[src/rtl/p2s_out_collector_if.sv]
// Bundle between the serial audio output stage and the collector:
// serial capture inputs plus the parallel FIFO read side and status flags.
interface p2s_out_collector_if #(
  parameter int WORD_W     = 40,
  parameter int FIFO_DEPTH = 4
);
  localparam int CNT_W = $clog2(FIFO_DEPTH) + 1;

  logic              Frame;
  logic              OutputL;
  logic              OutputR;
  logic              OutReady;
  logic              pop;
  logic [WORD_W-1:0] dout_l;
  logic [WORD_W-1:0] dout_r;
  logic              dout_valid;
  logic [CNT_W-1:0]  fifo_count;
  logic              overflow;
  logic              resync_err;
  logic [7:0]        err_count;

  modport master (
    output Frame, OutputL, OutputR, OutReady, pop,
    input  dout_l, dout_r, dout_valid, fifo_count, overflow, resync_err, err_count
  );

  modport slave (
    input  Frame, OutputL, OutputR, OutReady, pop,
    output dout_l, dout_r, dout_valid, fifo_count, overflow, resync_err, err_count
  );
endinterface

[src/rtl/p2s_out_collector.sv]
// Rebuilds MSB-first serial stereo words into a first-word-fall-through FIFO.
// Optional macro P2S_COLLECT_ERRCNT_EN enables the saturating error counter.
//
// state  | meaning
// IDLE   | waiting for Frame with OutReady
// SHIFT  | capturing bits WORD_W-2 .. 0
// COMMIT | word complete, written to FIFO this cycle
module p2s_out_collector #(
  parameter int WORD_W     = 40,
  parameter int FIFO_DEPTH = 4
) (
  input logic                 Sclk,
  input logic                 Reset_n,
  p2s_out_collector_if.slave  bus
);
  localparam int CNT_W = $clog2(FIFO_DEPTH) + 1;
  localparam int AW    = $clog2(FIFO_DEPTH);
  localparam int BCW   = $clog2(WORD_W);

  typedef enum logic [1:0] {IDLE, SHIFT, COMMIT} state_e;

  state_e            state_q, state_d;
  logic [BCW-1:0]    bit_cnt_q, bit_cnt_d;
  logic [WORD_W-1:0] sreg_l_q, sreg_l_d;
  logic [WORD_W-1:0] sreg_r_q, sreg_r_d;
  logic              resync_q, resync_d;
  logic              push;
  logic              start;

  logic [WORD_W-1:0] mem_l [FIFO_DEPTH];
  logic [WORD_W-1:0] mem_r [FIFO_DEPTH];
  logic [AW-1:0]     wr_ptr_q, rd_ptr_q;
  logic [CNT_W-1:0]  count_q;
  logic              overflow_q;
  logic              full, do_pop, do_push, drop;

  assign start = bus.Frame && bus.OutReady;

  always_ff @(posedge Sclk) begin
    if (!Reset_n) begin
      state_q   <= IDLE;
      bit_cnt_q <= '0;
      sreg_l_q  <= '0;
      sreg_r_q  <= '0;
      resync_q  <= 1'b0;
    end else begin
      state_q   <= state_d;
      bit_cnt_q <= bit_cnt_d;
      sreg_l_q  <= sreg_l_d;
      sreg_r_q  <= sreg_r_d;
      resync_q  <= resync_d;
    end
  end

  always_comb begin
    state_d   = state_q;
    bit_cnt_d = bit_cnt_q;
    sreg_l_d  = sreg_l_q;
    sreg_r_d  = sreg_r_q;
    resync_d  = 1'b0;
    push      = 1'b0;
    case (state_q)
      IDLE: begin
        if (start) begin
          state_d   = SHIFT;
          bit_cnt_d = BCW'(1);
          sreg_l_d  = {sreg_l_q[WORD_W-2:0], bus.OutputL};
          sreg_r_d  = {sreg_r_q[WORD_W-2:0], bus.OutputR};
        end
      end
      SHIFT: begin
        sreg_l_d = {sreg_l_q[WORD_W-2:0], bus.OutputL};
        sreg_r_d = {sreg_r_q[WORD_W-2:0], bus.OutputR};
        // A Frame mid-word wins over completion: the partial word is abandoned
        if (bus.Frame) begin
          resync_d = 1'b1;
          if (bus.OutReady) begin
            bit_cnt_d = BCW'(1);
          end else begin
            state_d   = IDLE;
            bit_cnt_d = '0;
          end
        end else if (bit_cnt_q == BCW'(WORD_W - 1)) begin
          state_d   = COMMIT;
          bit_cnt_d = '0;
        end else begin
          bit_cnt_d = bit_cnt_q + BCW'(1);
        end
      end
      COMMIT: begin
        push = 1'b1;
        if (start) begin
          state_d   = SHIFT;
          bit_cnt_d = BCW'(1);
          sreg_l_d  = {sreg_l_q[WORD_W-2:0], bus.OutputL};
          sreg_r_d  = {sreg_r_q[WORD_W-2:0], bus.OutputR};
        end else begin
          state_d = IDLE;
        end
      end
      default: state_d = IDLE;
    endcase
  end

  assign full    = (count_q == CNT_W'(FIFO_DEPTH));
  assign do_pop  = bus.pop && (count_q != '0);
  assign do_push = push && (!full || do_pop);
  assign drop    = push && full && !do_pop;

  always_ff @(posedge Sclk) begin
    if (do_push) begin
      mem_l[wr_ptr_q] <= sreg_l_q;
      mem_r[wr_ptr_q] <= sreg_r_q;
    end
  end

  always_ff @(posedge Sclk) begin
    if (!Reset_n) begin
      wr_ptr_q   <= '0;
      rd_ptr_q   <= '0;
      count_q    <= '0;
      overflow_q <= 1'b0;
    end else begin
      if (do_push) wr_ptr_q <= wr_ptr_q + AW'(1);
      if (do_pop)  rd_ptr_q <= rd_ptr_q + AW'(1);
      case ({do_push, do_pop})
        2'b10:   count_q <= count_q + CNT_W'(1);
        2'b01:   count_q <= count_q - CNT_W'(1);
        default: count_q <= count_q;
      endcase
      if (drop) overflow_q <= 1'b1;
    end
  end

  assign bus.dout_valid = (count_q != '0);
  assign bus.dout_l     = bus.dout_valid ? mem_l[rd_ptr_q] : '0;
  assign bus.dout_r     = bus.dout_valid ? mem_r[rd_ptr_q] : '0;
  assign bus.fifo_count = count_q;
  assign bus.overflow   = overflow_q;
  assign bus.resync_err = resync_q;

`ifdef P2S_COLLECT_ERRCNT_EN
  logic [7:0] err_cnt_q;
  logic [8:0] err_sum;

  assign err_sum = {1'b0, err_cnt_q} + {8'h00, resync_d} + {8'h00, drop};

  always_ff @(posedge Sclk) begin
    if (!Reset_n) err_cnt_q <= 8'h00;
    else          err_cnt_q <= err_sum[8] ? 8'hFF : err_sum[7:0];
  end

  assign bus.err_count = err_cnt_q;
`else
  assign bus.err_count = 8'h00;
`endif

endmodule

[src/flat_wrapper.sv]
// flat-port wrapper written by rule: the top's interface ports become plain ports
module p2s_out_collector_flat 
#(
  parameter int WORD_W     = 40,
  parameter int FIFO_DEPTH = 4
)
  (Sclk, Reset_n, bus_Frame, bus_OutputL, bus_OutputR, bus_OutReady, bus_pop, bus_dout_l, bus_dout_r, bus_dout_valid, bus_fifo_count, bus_overflow, bus_resync_err, bus_err_count);
  p2s_out_collector_if #(.WORD_W(WORD_W), .FIFO_DEPTH(FIFO_DEPTH)) bus_i ();
  input logic Sclk;
  input logic Reset_n;
  input wire logic [$bits(bus_i.Frame)-1:0] bus_Frame;
  input wire logic [$bits(bus_i.OutputL)-1:0] bus_OutputL;
  input wire logic [$bits(bus_i.OutputR)-1:0] bus_OutputR;
  input wire logic [$bits(bus_i.OutReady)-1:0] bus_OutReady;
  input wire logic [$bits(bus_i.pop)-1:0] bus_pop;
  output wire logic [$bits(bus_i.dout_l)-1:0] bus_dout_l;
  output wire logic [$bits(bus_i.dout_r)-1:0] bus_dout_r;
  output wire logic [$bits(bus_i.dout_valid)-1:0] bus_dout_valid;
  output wire logic [$bits(bus_i.fifo_count)-1:0] bus_fifo_count;
  output wire logic [$bits(bus_i.overflow)-1:0] bus_overflow;
  output wire logic [$bits(bus_i.resync_err)-1:0] bus_resync_err;
  output wire logic [$bits(bus_i.err_count)-1:0] bus_err_count;
  assign bus_i.Frame = bus_Frame;
  assign bus_i.OutputL = bus_OutputL;
  assign bus_i.OutputR = bus_OutputR;
  assign bus_i.OutReady = bus_OutReady;
  assign bus_i.pop = bus_pop;
  assign bus_dout_l = bus_i.dout_l;
  assign bus_dout_r = bus_i.dout_r;
  assign bus_dout_valid = bus_i.dout_valid;
  assign bus_fifo_count = bus_i.fifo_count;
  assign bus_overflow = bus_i.overflow;
  assign bus_resync_err = bus_i.resync_err;
  assign bus_err_count = bus_i.err_count;
  p2s_out_collector #(.WORD_W(WORD_W), .FIFO_DEPTH(FIFO_DEPTH)) u_core (.Sclk(Sclk), .Reset_n(Reset_n), .bus(bus_i));
endmodule
[config.mk]
export PLATFORM = sky130hd
export DESIGN_NAME = p2s_out_collector_flat
export DESIGN_NICKNAME = d
export VERILOG_FILES = /design/src/rtl/p2s_out_collector_if.sv /design/src/rtl/p2s_out_collector.sv /design/src/flat_wrapper.sv
export SDC_FILE = /design/constraint.sdc
export NUM_CORES = 1
export LEC_CHECK = 0
export CORE_MARGIN = 4
export CORE_UTILIZATION = 54
export CTS_BUF_LIST = sky130_fd_sc_hd__clkbuf_4
export DETAILED_ROUTE_END_ITERATION = 10
export GPL_TIMING_DRIVEN = 0
export PLACE_DENSITY = 0.81
export SLEW_MARGIN = 15
export SYNTH_ARGS = -nofsm -noshare
export SYNTH_HDL_FRONTEND = slang
export SYNTH_SLANG_ARGS = --single-unit
[constraint.sdc]
create_clock -name Sclk -period 5.2 [get_ports Sclk]
set_input_delay 0.78 -clock Sclk [delete_from_list [all_inputs] [get_ports Sclk]]
set_output_delay 0.78 -clock Sclk [all_outputs]
set_load 0.05 [all_outputs]
==> flow_summary.html <==
<table>
<tr><th>Metric</th><th>Value</th></tr>
<tr><th colspan="2">Setup path</th></tr>
<tr><td>Arrival time worst endpoint</td><td>between 3000 and 4000 ps</td></tr>
<tr><td>Type of destination of the critical path</td><td>output port</td></tr>
<tr><td>Reg-to-reg critical path endpoint</td><td>u_core.bus.fifo_count[2]</td></tr>
<tr><td>Worst setup path end</td><td>bus_dout_l[39]</td></tr>
<tr><td>Launching element type of the critical path</td><td>flip-flop</td></tr>
<tr><td>Delay of the slowest critical-path stage</td><td>820 ps</td></tr>
<tr><td>Cell at the slowest stage of the critical path</td><td>sky130_fd_sc_hd__clkdlybuf4s50_1</td></tr>
<tr><td>Critical Path Fanout Max</td><td>10</td></tr>
<tr><td>Critical path data required time</td><td>4420 ps</td></tr>
<tr><td>Minimum setup slack among reg-to-reg paths</td><td>about 2600 ps</td></tr>
<tr><td>Sequence of cells on the critical path</td><td>or3_1 -&gt; buf_2 -&gt; clkbuf_1 -&gt; and2_1 -&gt; clkdlybuf4s50_1</td></tr>
<tr><td>Launching element of the worst setup path</td><td>u_core.bus.fifo_count[0]</td></tr>
<tr><td>Crit Reg-Reg Startpoint</td><td>u_core.bus.fifo_count[0]</td></tr>
<tr><td>Critical path type</td><td>flip-flop to output port</td></tr>
<tr><td>Worst Reg-to-Reg Cells</td><td>9</td></tr>
<tr><th colspan="2">Synth</th></tr>
<tr><td>Mean post-synth cell area</td><td>16.39 um^2</td></tr>
<tr><td>Count of distinct cell types in the synthesized netlist</td><td>46</td></tr>
<tr><td>Summed instance area of the synthesized netlist</td><td>15900 um^2</td></tr>
<tr><td>Share of synthesized area occupied by flip-flops and latches</td><td>0.7290</td></tr>
<tr><td>Warnings, synthesis</td><td>0</td></tr>
<tr><td>Most used flip-flop cell after synthesis</td><td>sky130_fd_sc_hd__edfxtp_1</td></tr>
<tr><td>Number of synthesized flops with an enable pin</td><td>320</td></tr>
<tr><td>FFs w/ async S/R, synth</td><td>0</td></tr>
<tr><td>Synthesized instance count</td><td>just under 1000</td></tr>
<tr><td>Number of synthesized register bits</td><td>419</td></tr>
<tr><th colspan="2">Timing</th></tr>
<tr><td>Worst Setup Slack, final</td><td>1250 ps</td></tr>
<tr><td>Hold WS</td><td>473.7 ps</td></tr>
<tr><td>Post-route clock period utilization</td><td>0.7596</td></tr>
<tr><td>Max-slew violations</td><td>0</td></tr>
<tr><td>Setup repair after global routing missed its margin</td><td>false</td></tr>
<tr><td>Slew @ Worst Pin</td><td>699.3 ps</td></tr>
<tr><td>Hold Fails Final Rpt</td><td>0</td></tr>
<tr><td>Final Skew</td><td>31.36 ps</td></tr>
<tr><td>Setup Viol. Count Final</td><td>0</td></tr>
<tr><td>Highest achievable clock rate</td><td>253.2 MHz</td></tr>
<tr><td>Worst slew margin</td><td>0.5337</td></tr>
<tr><td>Post-route minimum period</td><td>3950 ps</td></tr>
<tr><th colspan="2">Cells and area</th></tr>
<tr><td>Fraction of final layout cells sized beyond drive strength 1</td><td>0.2409</td></tr>
<tr><td>Final core utilization</td><td>0.6493</td></tr>
<tr><td>Highest-count cells in the layout ignoring fill and taps</td><td>sky130_fd_sc_hd__edfxtp_1, sky130_fd_sc_hd__nand2_1, sky130_fd_sc_hd__clkbuf_4, sky130_fd_sc_hd__dfxtp_1, sky130_fd_sc_hd__clkdlybuf4s50_1</td></tr>
<tr><td>Post-layout instance count excluding filler cells</td><td>1643</td></tr>
<tr><td>Most frequent standard cell in the layout excluding fill and tap cells</td><td>sky130_fd_sc_hd__edfxtp_1</td></tr>
<tr><td>Layout-stage area growth over the synthesis result</td><td>17.85%</td></tr>
<tr><td>Total number of nets in the final design</td><td>1187</td></tr>
<tr><th colspan="2">Power</th></tr>
<tr><td>Combinational Power Share</td><td>0.018</td></tr>
<tr><td>Pleak</td><td>6.291 nW</td></tr>
<tr><td>Int Pwr</td><td>approximately 4.9 mW</td></tr>
<tr><td>Proportion of total power due to net switching</td><td>0.2144</td></tr>
<tr><td>Worst ir drop on vdd</td><td>between 0.15 and 0.2 mV</td></tr>
<tr><td>Part of the total power dissipated in the clock network</td><td>0.414</td></tr>
<tr><td>Switching power total</td><td>1.344 mW</td></tr>
<tr><td>Relative contribution of sequential cells to total power</td><td>0.568</td></tr>
<tr><td>Power density normalized to cell area</td><td>about 330 nW/um^2</td></tr>
<tr><th colspan="2">Placed design</th></tr>
<tr><td>Gp weighted congestion</td><td>0.7880</td></tr>
<tr><td>Placed cell count</td><td>1457</td></tr>
<tr><td>Setup slack after placement</td><td>1939 ps</td></tr>
<tr><td>Count of port buffers added during placement</td><td>just over 90</td></tr>
<tr><td>Sum of net half-perimeters after detailed placement</td><td>17640 um</td></tr>
<tr><th colspan="2">Drt</th></tr>
<tr><td>Detailed Route Iter0 Violations</td><td>slightly below 600</td></tr>
<tr><td>Total Routed Length</td><td>roughly 30000 um</td></tr>
<tr><td>Total via count after detailed routing</td><td>~8700</td></tr>
<tr><td>DRC violations left</td><td>0</td></tr>
<tr><td>Remaining antenna violation count</td><td>0</td></tr>
<tr><td>Number of iterations in the first detailed-routing pass</td><td>5</td></tr>
<tr><td>Drt wl/cell</td><td>18.07 um</td></tr>
<tr><td>Vias per Instance</td><td>5.306</td></tr>
<tr><th colspan="2">GRT</th></tr>
<tr><td>Wire length of the first global-routing pass</td><td>47310 um</td></tr>
<tr><td>Total congestion overflow after global routing</td><td>0</td></tr>
<tr><td>Number of antenna violations at the first check in global routing</td><td>1</td></tr>
<tr><td>Largest net degree at the start of global routing</td><td>51</td></tr>
<tr><td>Via count of the first global-routing pass</td><td>9150</td></tr>
<tr><td>Total track usage</td><td>0.1843</td></tr>
<tr><th colspan="2">Die</th></tr>
<tr><td>Die height</td><td>179.6 um</td></tr>
<tr><td>Die area</td><td>32250 um^2</td></tr>
<tr><td>Die X-Extent</td><td>179.6 um</td></tr>
<tr><td>Core Footprint</td><td>approximately 29000 um^2</td></tr>
<tr><td>Initial Utilization</td><td>0.5509</td></tr>
<tr><td>Number of cell rows</td><td>62</td></tr>
<tr><td>Boundary Pins</td><td>101</td></tr>
<tr><th colspan="2">Clock network</th></tr>
<tr><td>Setup Fix Bufs, Post-CTS</td><td>0</td></tr>
<tr><td>Inserted Clock Buffers</td><td>98</td></tr>
<tr><td>Number of gates resized after cts</td><td>0</td></tr>
<tr><td>Depth of the CTS H-tree</td><td>3</td></tr>
<tr><td>Clock tree from TritonCTS</td><td>yes</td></tr>
<tr><td>Insertion delay to the later sink of the worst-skew pair</td><td>700 ps</td></tr>
<tr><td>TritonCTS Sinks</td><td>around 420</td></tr>
<tr><td>Clock tree buffer depth</td><td>3</td></tr>
<tr><td>Root Driver</td><td>sky130_fd_sc_hd__clkbuf_4</td></tr>
<tr><td>Hold-fix buffers at CTS</td><td>0</td></tr>
<tr><td>Post-CTS clock slew at the launch and capture registers of the worst setup and hold paths</td><td>70 ps</td></tr>
<tr><th colspan="2">Status</th></tr>
<tr><td>Run status</td><td>finished clean</td></tr>
<tr><th colspan="2">Flow run</th></tr>
<tr><td>Max-cap violations</td><td>0</td></tr>
<tr><th colspan="2">Hold path</th></tr>
<tr><td>Class of the tightest hold or removal check</td><td>flip-flop to flip-flop</td></tr>
</table>
## cells by family after synthesis
kind of cell / after synthesis / synth area share
compound gates: 102 / 0.03360
xor+xnor: 5 / 0.003227
fa+ha+maj: 7 / 0.005981
buf+inv: 72 / 0.02809
flops: 419 / 0.7290
mux: 82 / 0.1147
other cells: 1 / 0.0002359
simple gates: 282 / 0.08515
## worst min-delay path by stage
| stage | depth (start not counted) | start | endpoint |
|---|---|---|---|
| 6_report | 2 | u_core.bus.overflow | u_core.bus.overflow |
| 5_1_grt | 0 | u_core.sreg_l_q[15] | u_core.mem_l[1][15] |
| 4_1_cts | 2 | u_core.bus.overflow | u_core.bus.overflow |
| 3_5_place_dp | 2 | u_core.bus.overflow | u_core.bus.overflow |
| 3_3_place_gp | 2 | u_core.bus.overflow | u_core.bus.overflow |
| 2_1_floorplan | 1 | u_core.bit_cnt_q[4] | u_core.bit_cnt_q[4] |
## metrics by stage
step / area [um^2] / TNS (ps) / power [mW]
after global routing: 18740 / 0 / 6.531
after detailed placement: 17450 / 0 / 3.746
after CTS: 18730 / 0 / 6.337
final: 18740 / 0 / 6.269
after global placement: 17330 / -121420 / 3.744
after floorplan: 15930 / 0 / 3.710
## final cells by class
cell class	count	area, um^2
inverters	8	30.03
well taps	384	480.5
flip-flops and latches	419	11590
repair buffers	96	1031
plain buffers	64	416.7
multi-input cells	486	3897
clock buffers	151	1134
clock inverters	34	153.9
fillers	2066	10120
diodes	1	2.502
## power groups by stage
stage / combinational (mW) / sequential [mW] / clock, mW
finish: 0.115 / 3.56 / 2.60
global route: 0.124 / 3.56 / 2.85
CTS: 0.115 / 3.56 / 2.66
detailed placement: 0.114 / 3.63 / 0
global placement: 0.112 / 3.63 / 0
floorplan: 0.0784 / 3.63 / 0
## cell usage after synthesis, types with 2 or more instances
cell type / instances / area share
sky130_fd_sc_hd__inv_1: 8 / 0.0019
sky130_fd_sc_hd__buf_4: 14 / 0.0066
sky130_fd_sc_hd__buf_6: 11 / 0.0078
sky130_fd_sc_hd__nor3_1: 2 / 0.00063
sky130_fd_sc_hd__a31oi_1: 2 / 0.00079
sky130_fd_sc_hd__or3_1: 3 / 0.0012
sky130_fd_sc_hd__edfxtp_1: 320 / 0.60
sky130_fd_sc_hd__o21ai_1: 3 / 0.00094
sky130_fd_sc_hd__dfxtp_1: 99 / 0.12
sky130_fd_sc_hd__mux4_2: 80 / 0.11
sky130_fd_sc_hd__clkbuf_1: 17 / 0.0040
sky130_fd_sc_hd__and2_1: 84 / 0.033
sky130_fd_sc_hd__nand3_1: 2 / 0.00063
sky130_fd_sc_hd__a21oi_1: 88 / 0.028
sky130_fd_sc_hd__ha_1: 6 / 0.0047
sky130_fd_sc_hd__buf_2: 20 / 0.0063
sky130_fd_sc_hd__xor2_1: 3 / 0.0017
sky130_fd_sc_hd__nand2_1: 163 / 0.038
sky130_fd_sc_hd__o21ai_0: 3 / 0.00094
sky130_fd_sc_hd__nor2_1: 15 / 0.0035
sky130_fd_sc_hd__nand4_1: 2 / 0.00079
## layer usage
metal / wire [um] / vias to the layer above / track usage
met5: 0 / - / 0
li1: - / 4086 / -
met1: 12240 / 4307 / 0.2415
met2: 15130 / 284 / 0.3101
met3: 1864 / 40 / 0.04042
met4: 462 / 0 / 0.06248
## registers in the layout, summed over array words and instances, names as in the netlist, named ones only
name / flops
u_core.mem_l: 160
u_core.mem_r: 160
u_core.sreg_l_q: 40
u_core.sreg_r_q: 40
u_core.bit_cnt_q: 6
u_core.bus.fifo_count: 3
u_core.rd_ptr_q: 2
u_core.state_q: 2
u_core.wr_ptr_q: 2
u_core.bus.overflow: 1
u_core.bus.resync_err: 1
## worst max-delay path: cells and delay by family (launching register included)
kind	cells	cell delay (ps)
flip-flops	1	430
AND/OR/NAND/NOR	2	450
buffers and inverters	3	1570
(Power assumes the default switching activity.)
